$ cat src/rtl/uart_parity_engine_if.sv
// Bundled control/data/status signals of the UART parity generator/checker.
// The master side drives frames and modes; the slave side (the engine) returns results.
interface uart_parity_engine_if #(
  parameter int unsigned DATA_WIDTH = 8,
  parameter int unsigned CNT_WIDTH  = 8
);
  logic                  par_en_parity;
  logic [1:0]            par_mode_parity;
  logic                  chk_mode_parity;
  logic [DATA_WIDTH-1:0] p_data_parity;
  logic                  rx_par_bit_parity;
  logic                  data_valid_parity;
  logic                  clr_err_parity;
  logic                  par_bit_parity;
  logic                  par_valid_parity;
  logic                  par_err_parity;
  logic                  err_sticky_parity;
  logic [CNT_WIDTH-1:0]  err_cnt_parity;
  logic [CNT_WIDTH-1:0]  frm_cnt_parity;

  modport master (
    output par_en_parity, par_mode_parity, chk_mode_parity, p_data_parity,
           rx_par_bit_parity, data_valid_parity, clr_err_parity,
    input  par_bit_parity, par_valid_parity, par_err_parity, err_sticky_parity,
           err_cnt_parity, frm_cnt_parity
  );

  modport slave (
    input  par_en_parity, par_mode_parity, chk_mode_parity, p_data_parity,
           rx_par_bit_parity, data_valid_parity, clr_err_parity,
    output par_bit_parity, par_valid_parity, par_err_parity, err_sticky_parity,
           err_cnt_parity, frm_cnt_parity
  );
endinterface

$ cat src/rtl/uart_parity_engine.sv
// Parametrised UART parity generator (TX) / checker (RX) with saturating error statistics.
// Two stages: capture of data/modes, then a registered result one cycle later.
module uart_parity_engine #(
  parameter int unsigned DATA_WIDTH = 8,
  parameter int unsigned CNT_WIDTH  = 8
) (
  input  logic                 clk_parity,
  input  logic                 rst_parity,
  uart_parity_engine_if.slave  bus
);

  typedef enum logic [1:0] {
    PAR_EVEN  = 2'b00,
    PAR_ODD   = 2'b01,
    PAR_MARK  = 2'b10,
    PAR_SPACE = 2'b11
  } par_mode_e;

  // Capture stage
  logic [DATA_WIDTH-1:0] data_q, data_d;
  logic                  rx_q, rx_d;
  par_mode_e             mode_q, mode_d;
  logic                  chk_q, chk_d;
  logic                  cap_q, cap_d;

  // Result stage
  logic                  par_bit_q, par_bit_d;
  logic                  valid_q, valid_d;
  logic                  err_q, err_d;
  logic                  sticky_q, sticky_d;
  logic [CNT_WIDTH-1:0]  err_cnt_q, err_cnt_d;
  logic [CNT_WIDTH-1:0]  frm_cnt_q, frm_cnt_d;

  logic capture;
  logic exp_bit;
  logic mismatch;
  logic chk_res;

  function automatic logic [CNT_WIDTH-1:0] sat_inc(input logic [CNT_WIDTH-1:0] v);
    return (v == '1) ? v : v + 1'b1;
  endfunction

  assign capture = bus.data_valid_parity & bus.par_en_parity;

  always_comb begin
    exp_bit = 1'b0;
    case (mode_q)
      PAR_EVEN:  exp_bit = ^data_q;
      PAR_ODD:   exp_bit = ~(^data_q);
      PAR_MARK:  exp_bit = 1'b1;
      PAR_SPACE: exp_bit = 1'b0;
      default:   exp_bit = 1'b0;
    endcase
  end

  assign mismatch = exp_bit ^ rx_q;
  assign chk_res  = cap_q & chk_q;

  always_comb begin
    data_d    = data_q;
    rx_d      = rx_q;
    mode_d    = mode_q;
    chk_d     = chk_q;
    cap_d     = capture;
    if (capture) begin
      data_d = bus.p_data_parity;
      rx_d   = bus.rx_par_bit_parity;
      mode_d = par_mode_e'(bus.par_mode_parity);
      chk_d  = bus.chk_mode_parity;
    end

    par_bit_d = cap_q ? exp_bit : par_bit_q;
    valid_d   = cap_q;
    err_d     = chk_res & mismatch;

    // A clear on the same edge as a check result wipes history first, then counts the result.
    frm_cnt_d = bus.clr_err_parity ? '0   : frm_cnt_q;
    err_cnt_d = bus.clr_err_parity ? '0   : err_cnt_q;
    sticky_d  = bus.clr_err_parity ? 1'b0 : sticky_q;
    if (chk_res) begin
      frm_cnt_d = sat_inc(frm_cnt_d);
      if (mismatch) begin
        err_cnt_d = sat_inc(err_cnt_d);
        sticky_d  = 1'b1;
      end
    end
  end

  always_ff @(posedge clk_parity or negedge rst_parity) begin
    if (!rst_parity) begin
      data_q    <= '0;
      rx_q      <= 1'b0;
      mode_q    <= PAR_EVEN;
      chk_q     <= 1'b0;
      cap_q     <= 1'b0;
      par_bit_q <= 1'b0;
      valid_q   <= 1'b0;
      err_q     <= 1'b0;
      sticky_q  <= 1'b0;
      err_cnt_q <= '0;
      frm_cnt_q <= '0;
    end else begin
      data_q    <= data_d;
      rx_q      <= rx_d;
      mode_q    <= mode_d;
      chk_q     <= chk_d;
      cap_q     <= cap_d;
      par_bit_q <= par_bit_d;
      valid_q   <= valid_d;
      err_q     <= err_d;
      sticky_q  <= sticky_d;
      err_cnt_q <= err_cnt_d;
      frm_cnt_q <= frm_cnt_d;
    end
  end

  // Disable masks the visible bit only; the held result returns on re-enable.
  assign bus.par_bit_parity    = par_bit_q & bus.par_en_parity;
  assign bus.par_valid_parity  = valid_q;
  assign bus.par_err_parity    = err_q;
  assign bus.err_sticky_parity = sticky_q;
  assign bus.err_cnt_parity    = err_cnt_q;
  assign bus.frm_cnt_parity    = frm_cnt_q;

endmodule

$ cat src/flat_wrapper.sv
// flat-port wrapper written by rule: the top's interface ports become plain ports
module uart_parity_engine_flat 
#(
  parameter int unsigned DATA_WIDTH = 8,
  parameter int unsigned CNT_WIDTH  = 8
)
  (clk_parity, rst_parity, bus_par_en_parity, bus_par_mode_parity, bus_chk_mode_parity, bus_p_data_parity, bus_rx_par_bit_parity, bus_data_valid_parity, bus_clr_err_parity, bus_par_bit_parity, bus_par_valid_parity, bus_par_err_parity, bus_err_sticky_parity, bus_err_cnt_parity, bus_frm_cnt_parity);
  uart_parity_engine_if #(.DATA_WIDTH(DATA_WIDTH), .CNT_WIDTH(CNT_WIDTH)) bus_i ();
  input  logic clk_parity;
  input  logic rst_parity;
  input wire logic [$bits(bus_i.par_en_parity)-1:0] bus_par_en_parity;
  input wire logic [$bits(bus_i.par_mode_parity)-1:0] bus_par_mode_parity;
  input wire logic [$bits(bus_i.chk_mode_parity)-1:0] bus_chk_mode_parity;
  input wire logic [$bits(bus_i.p_data_parity)-1:0] bus_p_data_parity;
  input wire logic [$bits(bus_i.rx_par_bit_parity)-1:0] bus_rx_par_bit_parity;
  input wire logic [$bits(bus_i.data_valid_parity)-1:0] bus_data_valid_parity;
  input wire logic [$bits(bus_i.clr_err_parity)-1:0] bus_clr_err_parity;
  output wire logic [$bits(bus_i.par_bit_parity)-1:0] bus_par_bit_parity;
  output wire logic [$bits(bus_i.par_valid_parity)-1:0] bus_par_valid_parity;
  output wire logic [$bits(bus_i.par_err_parity)-1:0] bus_par_err_parity;
  output wire logic [$bits(bus_i.err_sticky_parity)-1:0] bus_err_sticky_parity;
  output wire logic [$bits(bus_i.err_cnt_parity)-1:0] bus_err_cnt_parity;
  output wire logic [$bits(bus_i.frm_cnt_parity)-1:0] bus_frm_cnt_parity;
  assign bus_i.par_en_parity = bus_par_en_parity;
  assign bus_i.par_mode_parity = bus_par_mode_parity;
  assign bus_i.chk_mode_parity = bus_chk_mode_parity;
  assign bus_i.p_data_parity = bus_p_data_parity;
  assign bus_i.rx_par_bit_parity = bus_rx_par_bit_parity;
  assign bus_i.data_valid_parity = bus_data_valid_parity;
  assign bus_i.clr_err_parity = bus_clr_err_parity;
  assign bus_par_bit_parity = bus_i.par_bit_parity;
  assign bus_par_valid_parity = bus_i.par_valid_parity;
  assign bus_par_err_parity = bus_i.par_err_parity;
  assign bus_err_sticky_parity = bus_i.err_sticky_parity;
  assign bus_err_cnt_parity = bus_i.err_cnt_parity;
  assign bus_frm_cnt_parity = bus_i.frm_cnt_parity;
  uart_parity_engine #(.DATA_WIDTH(DATA_WIDTH), .CNT_WIDTH(CNT_WIDTH)) u_core (.clk_parity(clk_parity), .rst_parity(rst_parity), .bus(bus_i));
endmodule
$ cat config.mk
export PLATFORM = sky130hd
export DESIGN_NAME = uart_parity_engine_flat
export DESIGN_NICKNAME = d
export VERILOG_FILES = /design/src/rtl/uart_parity_engine_if.sv /design/src/rtl/uart_parity_engine.sv /design/src/flat_wrapper.sv
export SDC_FILE = /design/constraint.sdc
export NUM_CORES = 1
export LEC_CHECK = 0
export ABC_AREA = 1
export CAP_MARGIN = 5
export CORE_MARGIN = 2
export CORE_UTILIZATION = 37
export DETAILED_ROUTE_END_ITERATION = 12
export GPL_TIMING_DRIVEN = 0
export HOLD_SLACK_MARGIN = 0.03
export PLACE_DENSITY = 0.66
export SLEW_MARGIN = 5
export SYNTH_ARGS = -nofsm -noshare
export SYNTH_HDL_FRONTEND = slang
export SYNTH_SLANG_ARGS = --single-unit
$ cat constraint.sdc
create_clock -name clk_parity -period 1.45 [get_ports clk_parity]
set_input_delay 0.3625 -clock clk_parity [delete_from_list [all_inputs] [get_ports clk_parity]]
set_output_delay 0.3625 -clock clk_parity [all_outputs]
set_load 0.01 [all_outputs]
==> flow_summary.json <==
{
  "reg2reg_depth": 14,
  "hold_violations": 0,
  "wl_met3_um": 161,
  "swShare": 0.328,
  "ys_warn_count": 0,
  "crit_top_cell": "nand2_2",
  "critical_path_class": "flip-flop to flip-flop",
  "path_cells": "inv_2 > nand2_1 > nand2_2 > nand2_2 > nand2_2 > nand3_4 > nand3_4 > nand2_4 > nand2_4 > nand2_8 > nand2_8 > nand3_2 > nand2_2 > nand2_1",
  "finalSetupTns_ps": -1400,
  "worstSetupEndpointType": "flip-flop",
  "final-max-slew-violation-count": 0,
  "antenna_cells": 0,
  "numPortBuffers": 35,
  "met1_length_um": 2090,
  "final_common_cell": "nand2_1",
  "layout.nets": 334,
  "power_frac_comb": 0.274,
  "final_cell_mix": "79 x nand2_1, 32 x dfrtp_1, 19 x inv_1, 19 x dlygate4sd2_1, 19 x buf_4",
  "post_drt_wl_per_cell_um": 12.4,
  "drt_wl_total_um": 4780,
  "synth_top_family_by_area": "simple AND/OR/NAND/NOR gates",
  "nFillCells": 472,
  "clkPwrFrac": 0.294,
  "antenna_found_initial": 0,
  "ant_nets": 0,
  "syn_inst": 254,
  "area_delta_synth_final_pct": 44.9,
  "synthMuxAreaShare": 0,
  "via_count": 1843,
  "place_congestion": 0.780,
  "worstPathMaxFanout": 7,
  "holdBufCountCts": 0,
  "cts_max_level": 2,
  "fin_area_um2": 2810,
  "p_int_mw": 1.62,
  "relSlewSlack": 0.508,
  "drv_cap": 0,
  "required_ps": 1630,
  "clk_pin_slew_worst_paths_ps": 70,
  "pwr-share-seq": 0.433,
  "p_sw_uw": 791,
  "grt_first_pass_wirelength_um": 8060,
  "grt_pass1_vias": 1767,
  "status": "complete, but fails checks",
  "max-vdd-ir-drop_mv": 0.491,
  "top_layer": "met4",
  "start_util": 0.382,
  "hpwl_um": 3120,
  "finalSetupViolations": 14,
  "timing.final.ws_setup_ps": -177,
  "rsz0062_at_grt": "true",
  "grt_use_total": 0.173,
  "drc_errors": 0,
  "skew_ps": 7.66,
  "cts_tree": "built",
  "fmax_ghz": 0.615,
  "first_pass_iters": 4,
  "die_h_um": 76.4,
  "die_area_um2": 5830,
  "period_minus_slack_ps": 1630,
  "wl_met2_um": 2470,
  "core_area_um2": 5070,
  "synth-simple-area-share": 0.411,
  "arrival_ps": 1800,
  "leakagePower_nw": 1.47,
  "synth_nets": 273,
  "synthAdderAreaFrac": 0.0129,
  "hp-class": "primary input to asynchronous set/reset pin",
  "fin_crit_sh": 1.12,
  "synth-xor-area-share": 0.0136,
  "netlist_area_um2": 1940,
  "power_density_nw_per_um2": 859,
  "grt_start_max_net_pins": 34,
  "die_w_um": 76.4,
  "postPlaceCellArea_um2": 2430,
  "drive_gt1_frac": 0.327,
  "violations": "negative setup slack",
  "synth_seq_area_share": 0.426,
  "first_iter_violations": 91,
  "viasPerCell": 4.79,
  "rows": 26,
  "syn_avg_cell_area_um2": 7.63,
  "critPathSlowestCell": "dfrtp_1",
  "yosysUniqueCellTypes": 30,
  "io_pins": 37,
  "start_kind": "flip-flop",
  "multi_input_area_um2": 1180,
  "clk_path_buf_depth": 2,
  "seqCellArea_um2": 827,
  "synth_compound_area_frac": 0.0556,
  "clk_latency_ps": 280,
  "synth_seq_cells": 33,
  "cp_slowest_stage_delay_ps": 410,
  "cts_root_buf": "clkbuf_8",
  "worst_slew_pin_slew_ps": 738,
  "cts_buffers": 5,
  "pre_cts_ws_ps": -372,
  "overflow": 0,
  "clkSinkCount": 33
}
==> final timing paths <==
kind | startpoint | end | slack [ps]
worst max-delay path | u_core.data_q[3]$_DFFE_PN0P_ | u_core.bus.err_cnt_parity[4]$_DFF_PN0_ | -180
worst min-delay path | rst_parity | u_core.data_q[3]$_DFFE_PN0P_ | 140
worst max register to register | u_core.data_q[3]$_DFFE_PN0P_ | u_core.bus.err_cnt_parity[4]$_DFF_PN0_ | -180
worst min register to register | u_core.bus.err_sticky_parity$_DFF_PN0_ | u_core.bus.err_sticky_parity$_DFF_PN0_ | 500
max in group asynchronous | rst_parity | u_core.bus.err_cnt_parity[6]$_DFF_PN0_ | 800
min in group clk_parity | bus_clr_err_parity | u_core.bus.frm_cnt_parity[1]$_DFF_PN0_ | 350
==> cells by family after synthesis <==
| logic type | after synthesis |
|---|---|
| flip-flops | 33 |
| XOR/XNOR | 3 |
| AO/OA/AOI/OAI | 20 |
| AND/OR/NAND/NOR | 158 |
| buffers and inverters | 38 |
| adder cells (fa/ha/maj) | 2 |
==> worst max-delay path, delay by kind of cell, from the launching register on <==
kind / cells / cell delay [ps]
buffers and inverters: 1 / 70
and+or+nand+nor: 13 / 1020
DFF: 1 / 410
==> routing by layer <==
layer | GRT usage | vias to the layer above
li1 | - | 930
met1 | 0.213 | 875
met2 | 0.300 | 32
met3 | 0.0355 | 6
met4 | 0.0618 | 0
met5 | 0 | -
==> what timing repair did <==
| item | 4_1_cts | 5_1_grt |
|---|---|---|
| hold endpoints to repair | 0 | 0 |
| endpoints found under the setup margin | 37 | 32 |
| cloned | 0 | 0 |
| setup buffers | 13 | 6 |
| resized for setup | 50 | 31 |
| pin swaps | 15 | 14 |
==> Yosys cell counts <==
cell type  instances  area (um2)
or2_2              2        12.5
clkbuf_1           2        7.51
nand2_4            7        78.8
nand4_4            1        21.3
buf_2              1        5.00
o31ai_1            1        7.51
inv_2              2        7.51
inv_1             31         116
nor3_1             3        15.0
nand2_1           91         342
nor2_1            14        52.6
dfrtp_1           33         826
or2_1              1        6.26
xor2_1             3        26.3
a21oi_1            1        5.00
a31oi_1            1        6.26
nand4_1            6        37.5
nor3_4             2        32.5
nand3_4            1        17.5
a32oi_1            1        8.76
buf_6              1        11.3
nor2_2             2        12.5
ha_1               2        25.0
nor3_2             1        10.0
nand3_2            3        30.0
o21ai_0           16        80.1
nand3_1           19        95.1
inv_6              1        8.76
nand3b_1           1        7.51
nand2_2            4        25.0
==> power by group through the flow <==
stage | clock network (mW) | logic (mW) | registers, mW
6_report | 0.708 | 0.660 | 1.04
2_1_floorplan | 0 | 0.384 | 1.05
4_1_cts | 0.740 | 0.601 | 1.04
3_5_place_dp | 0 | 0.554 | 1.05
5_1_grt | 0.775 | 0.738 | 1.05
3_3_place_gp | 0 | 0.544 | 1.05
==> state kept, by name (all words and copies together), names as in the netlist, 2 cells and up <==
signal and flops:
u_core.mode_q 2, u_core.data_q 8, u_core.bus.err_cnt_parity 8, u_core.bus.frm_cnt_parity 8
==> through the flow <==
stage / power (mW) / hold WS, ps / std cells / utilization
final: 2.41 / 141 / 385 / 0.553
after global routing: 2.56 / 204 / 385 / 0.553
after CTS: 2.38 / 167 / 379 / 0.522
after detailed placement: 1.60 / 415 / 359 / 0.478
after global placement: 1.59 / 410 / 359 / 0.479
after floorplan: 1.43 / 66.9 / 254 / -
==> area by class of cell <==
type	instances	area share
Sequential cell	33	0.295
Clock buffer	7	0.0308
Timing Repair Buffer	54	0.165
Multi-Input combinational cell	183	0.419
Inverter	34	0.0473
Buffer	4	0.0125
Tap cell	70	0.0312
No activity file was read; power rests on OpenSTA's default activity.
